## src/rtl/mmm_result_unit.sv

```systemverilog
// mmm_result_unit
// -----------------------------------------------------------------------------
// Final stage of a word-serial Montgomery multiplier. Collects the unreduced
// result S (NW = DW/W + 1 words, LSW first) from the last PE. While collecting,
// it computes D = S - M one word at a time with a single W-bit subtractor. One
// DECIDE cycle then selects D when the final borrow is clear (S >= M), or S
// otherwise. The EMIT state streams the selected words out, LSW first, under a
// valid/ready handshake.
//
// Configuration macro: MMM_FINAL_SUB_EN
//   defined   -> conditional final subtraction is active.
//   undefined -> there is no subtractor and no D buffer, and S is passed through
//                unchanged. The FSM, the DECIDE cycle and the latency are the
//                same in both builds.
//
// Ports
//   clk        rising-edge clock
//   rst        synchronous, active-high reset
//   m          modulus M (DW bits); held stable for the whole transaction
//   in_valid   in_word carries a result word
//   in_word    unreduced result word (W bits), LSW first
//   in_ready   block accepts in_word this cycle (COLLECT state)
//   out_valid  out_word is valid (EMIT state)
//   out_word   reduced result word (W bits), LSW first
//   out_last   marks word NW-1
//   out_ready  downstream accepts out_word
//   busy       high unless in COLLECT with word count 0
// -----------------------------------------------------------------------------
module mmm_result_unit #(
  parameter int DW = 6,
  parameter int W  = 3
) (
  input  logic          clk,
  input  logic          rst,
  input  logic [DW-1:0] m,
  input  logic          in_valid,
  input  logic [W-1:0]  in_word,
  output logic          in_ready,
  output logic          out_valid,
  output logic [W-1:0]  out_word,
  output logic          out_last,
  input  logic          out_ready,
  output logic          busy
);

  localparam int NW = DW / W + 1;
  localparam int CW = (NW > 1) ? $clog2(NW) : 1;
  localparam logic [CW-1:0] LAST_K = CW'(NW - 1);

  typedef enum logic [1:0] {
    COLLECT,
    DECIDE,
    EMIT
  } state_t;

  state_t        state;
  state_t        state_next;
  logic [CW-1:0] cnt;
  logic [W-1:0]  s_buf [NW];
  logic          accept;
  logic          emit_hs;

  assign in_ready  = (state == COLLECT);
  assign out_valid = (state == EMIT);
  assign out_last  = out_valid && (cnt == LAST_K);
  assign busy      = !((state == COLLECT) && (cnt == '0));
  assign accept    = in_valid & in_ready;
  assign emit_hs   = out_valid & out_ready;

  // NOTE: sequential state uses non-blocking assignments so every register
  // samples the pre-edge values, independent of process ordering.
  always_ff @(posedge clk) begin
    if (rst) state <= COLLECT;
    else     state <= state_next;
  end

  // NOTE: state_next is assigned a default first, so every path through the
  // case assigns it and no latch is inferred.
  always_comb begin
    state_next = state;
    case (state)
      COLLECT: if (accept && (cnt == LAST_K))  state_next = DECIDE;
      DECIDE:                                  state_next = EMIT;
      EMIT:    if (emit_hs && (cnt == LAST_K)) state_next = COLLECT;
      default:                                 state_next = COLLECT;
    endcase
  end

  // A single word counter indexes both the collect and the emit phases. It
  // wraps to 0 after word NW-1 in each phase.
  always_ff @(posedge clk) begin
    if (rst) begin
      cnt <= '0;
    end else if (accept || emit_hs) begin
      cnt <= (cnt == LAST_K) ? '0 : cnt + 1'b1;
    end
  end

  // NOTE: the word buffers have no reset. The FSM only reads a slot after it
  // has been written in the current transaction, so clearing them would add
  // nothing.
  always_ff @(posedge clk) begin
    if (accept) s_buf[cnt] <= in_word;
  end

`ifdef MMM_FINAL_SUB_EN
  localparam int MW = NW * W;

  logic [MW-1:0] m_ext;
  logic [W-1:0]  m_k;
  logic [W-1:0]  d_k;
  logic [W-1:0]  d_buf [NW];
  logic          borrow;
  logic          borrow_in;
  logic          borrow_out;
  logic          sel_d;

  // M is zero-extended to NW words so the top word subtracts 0.
  assign m_ext     = MW'(m);
  assign m_k       = m_ext[int'(cnt) * W +: W];
  assign borrow_in = (cnt == '0) ? 1'b0 : borrow;
  // The (W+1)-bit difference is negative exactly when its MSB is set, so that
  // bit is the borrow out of this word.
  assign {borrow_out, d_k} = {1'b0, in_word} - {1'b0, m_k} - {{W{1'b0}}, borrow_in};

  always_ff @(posedge clk) begin
    if (rst) begin
      borrow <= 1'b0;
      sel_d  <= 1'b0;
    end else begin
      if (accept)            borrow <= borrow_out;
      // A clear final borrow means S >= M, so the reduced value is D.
      if (state == DECIDE)   sel_d  <= ~borrow;
    end
  end

  always_ff @(posedge clk) begin
    if (accept) d_buf[cnt] <= d_k;
  end

  assign out_word = out_valid ? (sel_d ? d_buf[cnt] : s_buf[cnt]) : '0;
`else
  // There is no reduction in this build, so the modulus is not used.
  logic unused_m;
  assign unused_m = ^m;

  assign out_word = out_valid ? s_buf[cnt] : '0;
`endif

endmodule

```

## config.mk

```make
export PLATFORM = sky130hd
export DESIGN_NAME = mmm_result_unit
export DESIGN_NICKNAME = d
export VERILOG_FILES = /design/src/rtl/mmm_result_unit.sv
export SDC_FILE = /design/constraint.sdc
export NUM_CORES = 1
export LEC_CHECK = 0
export ABC_AREA = 0
export BUFFER_PORTS_ARGS = -buffer_cell sky130_fd_sc_hd__buf_2
export CELL_PAD_IN_SITES_DETAIL_PLACEMENT = 0
export CELL_PAD_IN_SITES_GLOBAL_PLACEMENT = 1
export CORE_MARGIN = 4
export CORE_UTILIZATION = 35
export CTS_CLUSTER_DIAMETER = 60
export DETAILED_ROUTE_END_ITERATION = 7
export GPL_TIMING_DRIVEN = 0
export HOLD_SLACK_MARGIN = 0.03
export PLACE_DENSITY_LB_ADDON = 0.1
export SETUP_SLACK_MARGIN = 0.2
export SLEW_MARGIN = 20
export SYNTH_ARGS = -nofsm -noshare
export SYNTH_HDL_FRONTEND = slang
export SYNTH_SLANG_ARGS = --single-unit
```

## constraint.sdc

```tcl
create_clock -name clk -period 1.5 [get_ports clk]
set_input_delay 0.225 -clock clk [delete_from_list [all_inputs] [get_ports clk]]
set_output_delay 0.225 -clock clk [all_outputs]
set_load 0.01 [all_outputs]
```

==> key figures, run 1 <==
Run status
  – Outcome: complete, but fails checks
  – Failing checks: setup timing

Clocking
  – Clk root buf: clkbuf_4
  – CTS tree: yes
  – Clock Sinks: 15
  – CTS H-Tree Depth: 1
  – Bufs on Longest Clock Path: 2
  – Clk_lat worst skew: ~0.27 ns
  – Reg clk slew, reported paths: ~0.090 ns
  – Post-CTS Hold Fix Bufs: 0
  – CTS Buf Count: 3

Setup path
  – Critical path type: register to primary output
  – Critical path arrival: approximately 1.3 ns
  – Req. time, crit path: about 1.3 ns
  – Worst-path fanout max: 3
  – Worst Setup End Kind: primary output
  – Worst setup SP type: register

Yosys
  – Top-count cell post-synth: edfxtp_1
  – Syn_nets: 61
  – Syn Inst Count: 48
  – Cell Area, Synth: slightly below 600 µm²
  – EDFF count, synth: 9
  – Ranking of synthesized cells by area: edfxtp_1 (46%), dfxtp_1 (20%), mux2i_1 (6.8%)
  – Top cell type's share of synthesized area: a little under half
  – Mean Syn Cell Area: 12.3 µm²
  – Sequential share of the synthesized area: 66.1%
  – Distinct cells, synth: 14
  – Post-synth ARST share: 0%
  – Area leader, netlist: edfxtp_1
  – Yosys Warn Count: 0
  – Post-synth top cells: edfxtp_1 (9), nor2_1 (8), dfxtp_1 (6)
  – Main synth FF type: edfxtp_1
  – Count of state elements after synthesis: 15

Die
  – Io pins: 20
  – DIE HEIGHT: ~49 µm
  – DIE WIDTH: roughly 49 µm
  – Die area: roughly 0.0024 mm²
  – Core area: between 0.0015 and 0.002 mm²
  – Initial Util: a little under two fifths
  – Row count: 14

GRT
  – Aggregate global routing overflow: 0
  – Initial antenna violation count: 0
  – First-pass GRT wire length: 1760 µm
  – GRT Total Usage: 9.59%
  – Number of global-route vias before repair: 392
  – Pin count of the biggest net entering global routing: 10

STA
  – FMAX: roughly 660 MHz
  – RSZ-0062 raised after global routing: true
  – Clock skew: 0.00123 ns
  – Tcrit/Tclk final: 100%
  – Final Worst Setup Slack: -0.00448 ns
  – Slew Limit Fails: 0
  – Period minus WS final: ~1.5 ns
  – Final hold violation count: 0
  – # setup viols final: 1
  – Worst slew pin tran: 0.291 ns
  – Max-slew headroom: between 80% and 90%

Placement
  – Port bufs: 13
  – Pre-CTS setup slack: ~0.20 ns
  – Final Wtd Congestion: ~0.72
  – Post-detail-place hpwl: 821 µm

Detailed routing
  – Via/cell ratio: between 5 and 6
  – Pre-Repair DR Iteration Count: 2
  – Starting DRT DRC Count: 2
  – Wirelength per Cell: around 13 µm
  – Vias: between 400 and 500
  – # DRC: 0
  – Total wire length: 1080 µm
  – Routed Antenna Nets: 0

Hold path
  – Hold crit path type: primary input to register

Cells and area
  – # diodes: 0
  – Nets: 81
  – FILL cells: approximately 140
  – Area growth syn-to-layout: 35.0%
  – Share of cells above drive strength 1: a little over half

Power and ir drop
  – PwrDens: between 900 and 1000 mW/mm²
  – Max VDD drop: about 500 µV
  – Leak pwr: roughly 0.00032 µW
  – Power Total: a little under 800 µW

Flow run
  – MaxCap Viol Count: 0
-- logic make-up (layout without fill, tap and decap cells) --
kind of cell | after synthesis | count (layout) | synth area share, %
compound gates | 6 | 6 | 5.51
buf+inv | 2 | 21 | 1.27
flops | 15 | 15 | 66.1
mux | 7 | 7 | 12.5
simple gates | 18 | 18 | 14.6
-- area by class of cell --
cell class / count / area, µm² / area share [%]
sequential: 15 / 404 / 50.7
multi-input combinational: 31 / 258 / 32.3
timing repair buffer: 15 / 80.1 / 10.0
clock buffer: 3 / 22.5 / 2.83
tap: 16 / 20.0 / 2.51
inverter: 2 / 7.51 / 0.942
clock inverter: 1 / 5.00 / 0.628
-- per-stage QoR --
step / instances / area [µm²] / setup TNS (ns) / util (%) / hold slack, ns
after global routing: 83 / 797 / -0.248 / 51.7 / 0.140
after CTS: 81 / 743 / -0.0709 / 48.2 / 0.149
after floorplan: 48 / 596 / 0 / - / 0.294
after global placement: 77 / 681 / 0 / 44.2 / 0.439
after detailed placement: 77 / 681 / 0 / 44.2 / 0.441
final: 83 / 797 / -0.00448 / 51.7 / 0.153
-- power breakdown --
| group | switching, µW | internal (µW) |
|---|---|---|
| Sequential | 17.8 | 458 |
| Clock | 123 | 98.7 |
| Combinational | 43.2 | 49.3 |
| Total | 184 | 606 |
-- layer usage --
metal / vias up / GRT usage, % / share of wire (%)
li1: 213 / - / -
met1: 192 / 12.1 / 45
met2: 9 / 15.0 / 49
met3: 2 / 2.75 / 4.4
met4: 0 / 4.04 / 1.8
met5: - / 0 / 0
-- worst max-delay path, cell delays in order, from the launching register on --
cell     delay [ns]
dfxtp_4        0.38
mux2_4         0.30
mux2i_1        0.14
nor2_1         0.05
buf_2          0.13
-- placed cells by master (no fill, tap or decap) --
cell and instances:
or4_1 1, edfxtp_1 9, mux2i_1 4, nor2_2 1, buf_2 13, nand2b_1 2, nor3_1 1, a21oi_1 3
nand2_2 1, inv_1 2, dfxtp_1 1, o21ai_0 2, dfxtp_4 3, clkinv_2 1, o21bai_1 1, nor2_4 3
buf_4 2, dfxtp_2 2, nand2_1 1, or3_1 1, nand2b_4 2, nor2_1 4, clkbuf_4 3, mux2_4 3
nor3_4 1
-- worst paths after layout --
path                                       startpoint  slack [ns]  cells past startpoint                    end
worst max-delay path                         register      -0.004                      4            out_word[1]
worst max register to register  state[0]$_SDFFE_PP0P_        0.30                      3               register
worst min register to register  state[0]$_SDFFE_PP0P_        0.52                      2  state[1]$_SDFFE_PP0P_
worst min-delay path                              rst        0.15                      2  state[1]$_SDFFE_PP0P_
-- repair_timing --
item / 4_1_cts / 5_1_grt
buffers inserted: 0 / 2
endpoints found under the setup margin: 8 / 18
gates cloned: 0 / 0
pin swaps: 0 / 1
gates resized for setup: 11 / 12
Power figures use the tool's default switching activity.
==> run 2: changes to the inputs <==
clock period = 1.6 ns   (was 1.5 ns; I/O delays follow)
==> run 2 against run 1 <==
  * The flow now finishes without violations
  * Global-route usage down 0.49 points
  * Cell count shrank 2.4%
  * Final area shrank 7.2%
  * Clock skew up 0.0055 ns
  * Clock-buffer cell count grew 1
  * Clock power decreased by 3%
  * Core utilization shrank 3.7 points
  * First-iteration DRC count up 50%
  * Sequential power is 6.1% lower
==> key figures, run 2 (same netlist as run 1, synthesis figures left out) <==
Flow run
  – MaxCap Viol Count: 0 (unchanged)

Power and ir drop
  – Max VDD drop: 604 µV (was 492 µV)
  – PwrDens: 998 mW/mm² (was 991 mW/mm²)
  – Leak pwr: 0.000299 µW (was 0.000315 µW)
  – Power Total: 738 µW (was 790 µW)

Clocking
  – CTS tree: yes (unchanged)
  – Reg clk slew, reported paths: 0.09 ns (about the same)
  – Clk root buf: clkbuf_4 (unchanged)
  – Post-CTS Hold Fix Bufs: 0 (unchanged)
  – Clk_lat worst skew: 0.29 ns (was 0.27 ns)
  – Clock Sinks: 15 (unchanged)
  – CTS H-Tree Depth: 1 (unchanged)
  – Number of buffers inserted by post-CTS setup repair: 0 (unchanged)
  – CTS Buf Count: 3 (unchanged)
  – Bufs on Longest Clock Path: 2 (unchanged)

Placement
  – Placed Instance Area: 676 µm² (was 681 µm²)
  – Final Wtd Congestion: 0.743 (was 0.722)
  – Port bufs: 13 (unchanged)
  – Post-detail-place hpwl: 793 µm (was 821 µm)
  – Pre-CTS setup slack: 0.235 ns (was 0.199 ns)
  – Placed cells: 77 (unchanged)

Setup path
  – R2R cell count: 3 (unchanged)
  – Critical path type: register to primary output (unchanged)
  – Critical path arrival: 1.28 ns (about the same)
  – Worst setup SP type: register (unchanged)
  – Worst Setup End Kind: primary output (unchanged)
  – Worst-path fanout max: 3 (unchanged)
  – Req. time, crit path: 1.36 ns (was 1.27 ns)

Hold path
  – Hold crit path type: primary input to register (unchanged)
  – Hold path depth: 2 (unchanged)

GRT
  – First-pass GRT wire length: 1640 µm (was 1760 µm)
  – Pin count of the biggest net entering global routing: 9 (was 10)
  – Initial antenna violation count: 0 (unchanged)
  – Aggregate global routing overflow: 0 (unchanged)
  – GRT Total Usage: 9.10% (was 9.59%)
  – Number of global-route vias before repair: 404 (was 392)

Cells and area
  – Share of cells above drive strength 1: 38.5% (was 52.2%)
  – Commonest cells after routing, fill and taps aside: buf_2 (13), edfxtp_1 (9), nor2_1 (8), mux2i_1 (4) (was buf_2 (13), edfxtp_1 (9), mux2i_1 (4), nor2_1 (4))
  – Nets: 79 (was 81)
  – Area growth syn-to-layout: 25.2% (was 35.0%)
  – # diodes: 0 (unchanged)
  – FILL cells: 148 (was 144)
  – Sequential cell area: 397 µm² (was 404 µm²)
  – Final instance area: 739 µm² (was 797 µm²)
  – Non-Filler Instances: 81 (was 83)
  – Area of the multi-input gates: 224 µm² (was 258 µm²)
  – Leading cell type in the layout, fill and taps excluded: buf_2 (unchanged)

Detailed routing
  – # DRC: 0 (unchanged)
  – Vias: 393 (was 416)
  – Pre-Repair DR Iteration Count: 2 (unchanged)
  – Total wire length: 1090 µm (was 1080 µm)
  – Routed Antenna Nets: 0 (unchanged)
  – Via/cell ratio: 4.85 (was 5.01)
  – Starting DRT DRC Count: 3 (was 2)
  – Wirelength per Cell: 13.4 µm (was 13.0 µm)

STA
  – Period minus WS final: between 1.5 and 2 ns
  – Final Worst Setup Slack: 0.0793 ns (was -0.00448 ns)
  – Setup TNS: 0 ns (was -0.00448 ns)
  – Slew Limit Fails: 0 (unchanged)
  – Clock skew: 0.00673 ns (was 0.00123 ns)
  – Tcrit/Tclk final: a little over nine tenths
  – RSZ-0062 raised after global routing: true (unchanged)
  – Final hold violation count: 0 (unchanged)
  – Worst slew pin tran: 0.292 ns (was 0.291 ns)
  – FMAX: around 660 MHz
  – # setup viols final: 0 (was 1)
  – Max-slew headroom: 80.0% (about the same)

Run status
  – Outcome: completed (was complete, but fails checks)

Die
  – Die area: 0.00241 mm² (unchanged)
  – Row count: 14 (unchanged)
  – Io pins: 20 (unchanged)
  – DIE WIDTH: 49.1 µm (unchanged)
  – DIE HEIGHT: 49.1 µm (unchanged)
  – Initial Util: 38.3% (unchanged)
  – Core area: 0.00154 mm² (unchanged)
[run 2: cell types whose count changed in the layout (fill, tap and decap cells not counted), sizes merged]
cell,change
buf,-2
clkbuf,+1
clkinv,-1
[run 2: path summary, 6_finish.rpt]
kind,startpoint,end,slack (ns)
max reg2reg,state[1]$_SDFFE_PP0P_,s_buf[1][2]$_DFFE_PP_,0.31
min,rst,state[1]$_SDFFE_PP0P_,0.15
min reg2reg,state[0]$_SDFFE_PP0P_,state[1]$_SDFFE_PP0P_,0.53
max,register,out_word[1],0.08
[run 2: power breakdown]
group | total [µW] | leakage, µW | switching (µW) | internal, µW
sequential | 447 | 0.000134 | 16.1 | 431
combinational | 75.9 | 0.000150 | 34.9 | 41.0
clock | 215 | 0.0000150 | 118 | 96.9
[run 2: metrics by stage]
stage                     hold WS (ns)  util, %
after global routing             0.152     48.0
after global placement           0.449     43.8
after floorplan                  0.309        -
final                            0.152     48.0
after detailed placement         0.450     43.8
after CTS                        0.147     46.7
[run 2: per-layer routing]
metal	routed length (µm)	global-route usage [%]	vias up
met2	479	13.7	11
met4	30	8.07	0
met5	0	0	-
li1	-	-	204
met3	55	2.14	4
met1	522	10.5	174
[run 2: timing repair]
action | CTS | global route
setup endpoints to repair | 4 | 8
gates resized for setup | 6 | 5
pin swaps | 0 | 0
[run 2: cell type report]
class / instances / share of cell area (%)
Sequential cell: 15 / 53.6
Multi-Input combinational cell: 31 / 30.3
Timing Repair Buffer: 13 / 8.80
Clock buffer: 4 / 3.55
Tap cell: 16 / 2.71
Inverter: 2 / 1.02
[run 2: critical path, cell delays in order, from the launching register on]
cell and delay [ns]:
dfxtp_4 0.38, mux2_4 0.30, mux2i_1 0.12, nor2_1 0.05
buf_2 0.13
